## src/rtl/scroll_sequencer.sv

```systemverilog
// scroll_sequencer: moves whole rows of the text cell RAM inside a
// scrolling region one cell per cycle and blanks the vacated rows.
// A one-entry pending slot holds a request that arrives mid-scroll.
module scroll_sequencer #(
    parameter int LINES   = 30,
    parameter int COLUMNS = 80,
    parameter int CELL_W  = 16,
    parameter logic [CELL_W-1:0] BLANK = 16'h0020
) (
    input  logic              clk,
    input  logic              rst_n,
    input  logic              req_valid,
    output logic              req_ready,
    input  logic              req_dir,
    input  logic [7:0]        req_step,
    input  logic [7:0]        req_top,
    input  logic [7:0]        req_bottom,
    output logic              busy,
    output logic              done,
    output logic              rd_en,
    output logic [7:0]        rd_row,
    output logic [7:0]        rd_col,
    input  logic [CELL_W-1:0] rd_data,
    output logic              wr_en,
    output logic [7:0]        wr_row,
    output logic [7:0]        wr_col,
    output logic [CELL_W-1:0] wr_data
);

    localparam logic [7:0] LINES_B   = 8'(LINES);
    localparam logic [7:0] COPY_LAST = 8'(COLUMNS);
    localparam logic [7:0] CLR_LAST  = 8'(COLUMNS - 1);

    typedef enum logic [1:0] {IDLE, COPY, CLEAR, DONE} state_t;

    state_t     state, next_state;
    logic [7:0] col, row;
    logic       a_dir;
    logic [7:0] a_top, a_bottom, a_n;
    logic       p_full, p_dir;
    logic [7:0] p_top, p_bottom, p_step;
    logic       ready_en;

    logic       accept, launch, advance, use_pend, p_load;
    logic       l_dir, l_degen, l_copy;
    logic [7:0] l_top, l_bottom, l_step, l_h, l_n, l_row;
    logic       row_end, last_row, n_copy;
    logic [7:0] nrow, src;

    // A row is copied when its source row still lies inside the region;
    // sums are taken 9 bits wide so a region near row 255 cannot wrap.
    function automatic logic row_copies(input logic dir, input logic [7:0] r,
                                        input logic [7:0] top, input logic [7:0] bottom,
                                        input logic [7:0] n);
        if (!dir)
            return ({1'b0, r} + {1'b0, n}) <= {1'b0, bottom};
        else
            return {1'b0, r} >= ({1'b0, top} + {1'b0, n});
    endfunction

    // State register; reset aborts any scroll in progress.
    always_ff @(posedge clk) begin
        if (!rst_n) state <= IDLE;
        else        state <= next_state;
    end

    // Launch decode, row sequencing and next-state selection.
    always_comb begin
        accept   = req_valid && req_ready;
        use_pend = (state == DONE) && p_full;
        p_load   = accept && ((state == COPY) || (state == CLEAR) || use_pend);

        l_dir    = use_pend ? p_dir    : req_dir;
        l_top    = use_pend ? p_top    : req_top;
        l_bottom = use_pend ? p_bottom : req_bottom;
        l_step   = use_pend ? p_step   : req_step;
        l_degen  = (l_step == 8'd0) || (l_top > l_bottom) || (l_bottom >= LINES_B);
        l_h      = l_bottom - l_top + 8'd1;
        l_n      = (l_step < l_h) ? l_step : l_h;
        l_row    = l_dir ? l_bottom : l_top;
        l_copy   = row_copies(l_dir, l_row, l_top, l_bottom, l_n);

        row_end  = ((state == COPY) && (col == COPY_LAST)) ||
                   ((state == CLEAR) && (col == CLR_LAST));
        last_row = a_dir ? (row == a_top) : (row == a_bottom);
        nrow     = a_dir ? row - 8'd1 : row + 8'd1;
        n_copy   = row_copies(a_dir, nrow, a_top, a_bottom, a_n);

        launch     = 1'b0;
        advance    = 1'b0;
        next_state = state;
        case (state)
            IDLE: begin
                if (accept) launch = 1'b1;
            end
            COPY, CLEAR: begin
                if (row_end) begin
                    if (last_row) begin
                        next_state = DONE;
                    end else begin
                        advance    = 1'b1;
                        next_state = n_copy ? COPY : CLEAR;
                    end
                end
            end
            DONE: begin
                if (p_full || accept) launch = 1'b1;
                else                  next_state = IDLE;
            end
            default: next_state = IDLE;
        endcase
        if (launch) next_state = l_degen ? DONE : (l_copy ? COPY : CLEAR);
    end

    // Active request, row/column counters and the pending slot.
    always_ff @(posedge clk) begin
        if (!rst_n) begin
            ready_en <= 1'b0;
            col      <= '0;
            row      <= '0;
            a_dir    <= 1'b0;
            a_top    <= '0;
            a_bottom <= '0;
            a_n      <= '0;
            p_full   <= 1'b0;
            p_dir    <= 1'b0;
            p_top    <= '0;
            p_bottom <= '0;
            p_step   <= '0;
        end else begin
            ready_en <= 1'b1;
            if (launch) begin
                a_dir    <= l_dir;
                a_top    <= l_top;
                a_bottom <= l_bottom;
                a_n      <= l_n;
                row      <= l_row;
                col      <= '0;
            end else if (advance) begin
                row <= nrow;
                col <= '0;
            end else if ((state == COPY) || (state == CLEAR)) begin
                col <= col + 8'd1;
            end
            if (p_load) begin
                p_full   <= 1'b1;
                p_dir    <= req_dir;
                p_top    <= req_top;
                p_bottom <= req_bottom;
                p_step   <= req_step;
            end else if (use_pend) begin
                p_full <= 1'b0;
            end
        end
    end

    // RAM strobes and status; addresses and data read as zero when idle.
    always_comb begin
        busy      = (state != IDLE);
        done      = (state == DONE);
        req_ready = ready_en && (!p_full || (state == DONE));
        src       = a_dir ? row - a_n : row + a_n;

        rd_en  = (state == COPY) && (col != COPY_LAST);
        rd_row = rd_en ? src : 8'd0;
        rd_col = rd_en ? col : 8'd0;

        wr_en   = ((state == COPY) && (col != 8'd0)) || (state == CLEAR);
        wr_row  = '0;
        wr_col  = '0;
        wr_data = '0;
        if (wr_en) begin
            wr_row  = row;
            wr_col  = (state == COPY) ? col - 8'd1 : col;
            wr_data = (state == COPY) ? rd_data : BLANK;
        end
    end

endmodule

```

## config.mk

```make
export PLATFORM = sky130hd
export DESIGN_NAME = scroll_sequencer
export DESIGN_NICKNAME = d
export VERILOG_FILES = /design/src/rtl/scroll_sequencer.sv
export SDC_FILE = /design/constraint.sdc
export NUM_CORES = 1
export LEC_CHECK = 0
export CORE_AREA = 2 2 125 127
export DETAILED_ROUTE_END_ITERATION = 12
export DIE_AREA = 0 0 127 129
export PLACE_DENSITY = 0.86
export SLEW_MARGIN = 10
export SYNTH_ARGS = -nofsm -noshare
export SYNTH_HDL_FRONTEND = slang
export SYNTH_SLANG_ARGS = --single-unit
export TNS_END_PERCENT = 1
```

## constraint.sdc

```tcl
create_clock -name clk -period 6.59 [get_ports clk]
set_input_delay 0.9885 -clock clk [delete_from_list [all_inputs] [get_ports clk]]
set_output_delay 0.9885 -clock clk [all_outputs]
set_load 0.01 [all_outputs]
```

==> flow_summary.toml <==
[setup_path]
start_kind = "primary input"
worstSetupEndpointType = "flip-flop"
ff2ff_path_depth = 29
worstPathRequired_ns = 6.82
cp_max_fo = 5
arrival_ns = 6.64
critPathMostFrequentCell = "o21a_1"
reg2reg_from = "state[1]"
worst_path_largest_cell_delay_ns = 0.46
crit_path_start = "req_bottom[5]"
slowest_stage = "clkdlybuf4s50_1"
critical_path_class = "in -> reg"

[placed_design]
portBuffers = 96
place_congestion = 0.914
placed_cells = 1260
post-dp-hpwl_mm = 17.1
dp_slack_ns = -0.515

[sta]
maxSlewHeadroom_pct = 30.0
max_freq_mhz = 156
drv_slew = 0
period_share_pct = 97.1
min_period_ns = 6.40
setup_viol = 0
fin_skew_ns = 0.00902
finalHoldViolations = 0
final.setup.worst_slack_ns = 0.189
worst-slew-pin-transition_ns = 1.05

[power]
power.density_nw_per_um2 = 390
p_leak_uw = 0.00437
vdd_drop_max_v = 0.000251

[clocking]
clock_sinks = 70
insertion_delay_ns = 0.36
cts_buffer_depth = 2
path_clk_slew_ns = 0.06
cts-buffers-inserted = 9
root_buffer = "clkbuf_16"
htree_levels = 3
hold_buffers = 0
tritoncts = "built"

[hold_path]
min_path_cells = 2
min_from = "p_step[3]"
hold_class = "reg -> reg"

[cells_and_area]
fin_nets = 1245
insertedDiodeCount = 0
areaGrowthSynthToFinish_pct = 33.9
layout-drive-gt1-share_pct = 16.9
final_util_pct = 65.5
final_cells = 1288

[global_routing]
grt_max_degree = 61
grt_usage_pct = 26.3
grt_pass1_wl_mm = 34.4
antenna_found_initial = 0
use_met2_pct = 48.2
globalRoute.busiestLayer = "met2"
met3_usage_pct = 5.03
grt_pass1_vias = 7156
grt-ovfl-total = 0
use_met1_pct = 29.4

[die]
coreArea_um2 = 15000
die_w_um = 127
placementRows = 45
pin_count = 97
die_h_um = 129
start_util_pct = 48.9
die-area_um2 = 16400

[synth]
netlist_area_um2 = 7320
synth-simple-area-share_pct = 18.4
synthArstFlopShare_pct = 0
netlist.area_leader.share_pct = 19.1
synth_nets = 1082
synth_mux_area_share_pct = 7.64
synth_compound_area_share_pct = 20.3
synth-xor-area-share_pct = 9.72
synth_flop_cell = "dfxtp_1"
ys_top_cells_by_count = "ha_1, nand2_1, nor2_1, a21oi_1, dfxtp_1"
ys_ff_latch = 70
synth.distinct_cells = 79
synthAdderAreaFrac_pct = 19.1
yosys_warnings = 0
syn_avg_cell_area_um2 = 7.86
synth_most_common_cell = "ha_1"
synth_edf_count = 0
seq_area_frac_synth_pct = 19.1
synthCells = 932
yosys-top-cells-area = "dfxtp_1, ha_1, xnor2_1"
synth_top_area_cell = "dfxtp_1"
synth_top_family_by_area = "compound AO/OA/AOI/OAI gates"

[flow_run]
cap_violations = 0

[route]
drt-initial-drc-count = 627
ant_nets = 0
first_pass_iters = 6
detail_route.vias_per_cell = 5.78
drt-wirelength-per-cell_um = 17.4
wl_mm = 22.4
drcViolationCount = 0
vias = 7446

[outcome]
status = "finished clean"
flip-flops by register name (all words and copies together) (netlist names), 2 cells and up:
signal and count:
p_step 8, a_bottom 8, p_top 8, row 8, p_bottom 8, a_top 8
state 2, a_n 8, col 8
kinds of logic after synthesis:
| logic type | Yosys count |
|---|---|
| buffers and inverters | 108 |
| multiplexers | 53 |
| adder cells (fa/ha/maj) | 109 |
| flip-flops | 70 |
| AND/OR/NAND/NOR | 290 |
| AO/OA/AOI/OAI | 224 |
| XOR/XNOR | 78 |
metal layers:
metal  vias up  share of wire (%)
li1       3587                  -
met1      3461                 40
met2       328                 49
met3        70                6.7
met4         0                4.3
met5         -                  0
worst max-delay path: cells and delay by family:
family	cells	cell delay (ns)
fa+ha+maj	4	1.03
compound gates	16	2.92
mux	1	0.20
buf+inv	3	0.63
simple gates	5	0.67
xor+xnor	1	0.15
path summary, 6_finish.rpt:
check / to / slack, ns
setup / recovery: state[1] / 0.19
hold / removal: p_step[3] / 0.45
setup reg to reg: state[1] / 0.22
hold reg to reg: p_step[3] / 0.45
power by group:
group / total [uW] / leakage [uW] / internal, uW / switching, uW
clock: 544 / 0.000161 / 336 / 207
combinational: 2650 / 0.00364 / 1270 / 1380
sequential: 633 / 0.000570 / 512 / 120
total: 3820 / 0.00437 / 2120 / 1700
per-stage QoR:
step           hold WS, ns  setup TNS, ns  cell area, um2  power [uW]
6_report             0.453              0            9800        3820
5_1_grt              0.473        -0.0238            9800        4120
4_1_cts              0.452              0            9440        3720
3_5_place_dp         0.444         -0.864            9060        3130
3_3_place_gp         0.440         -0.449            9060        3030
2_1_floorplan        0.432              0            7440        2400
area by class of cell:
| type | count | area, um2 |
|---|---|---|
| clock buffers | 9 | 225 |
| clock inverters | 7 | 104 |
| flip-flops and latches | 70 | 1400 |
| repair buffers | 190 | 1680 |
| multi-input cells | 754 | 5890 |
| inverters | 70 | 263 |
| fillers | 1158 | 5170 |
| well taps | 188 | 235 |
repair_timing:
item / CTS / global route
buffers inserted: 1 / 11
gates resized for setup: 9 / 52
setup endpoints to repair: 2 / 2
pin swaps: 3 / 23
layout by cell type, fill, tap and decap left out, types with 4 or more instances in the layout:
cell             instances
a211oi_1                22
a21o_1                  23
a21oi_1                 76
a21oi_2                  6
a22oi_1                  7
a31oi_1                  5
and2_1                  17
and3_1                  21
buf_4                   94
clkbuf_16                9
clkdlybuf4s50_1         89
dfxtp_1                 68
dlymetal6s2s_1           7
fa_1                     4
ha_1                    86
ha_4                    12
inv_1                   68
mux2_2                   5
mux2i_1                 36
mux2i_4                  7
nand2_1                 97
nand2b_1                 9
nand3_1                  5
nand4_1                  9
nor2_1                  88
nor2b_1                  8
nor3_1                   9
nor4_1                   4
o21a_1                  12
o21ai_0                 22
o21bai_1                10
xnor2_1                 53
xor2_1                  20
(Power assumes the default switching activity.)
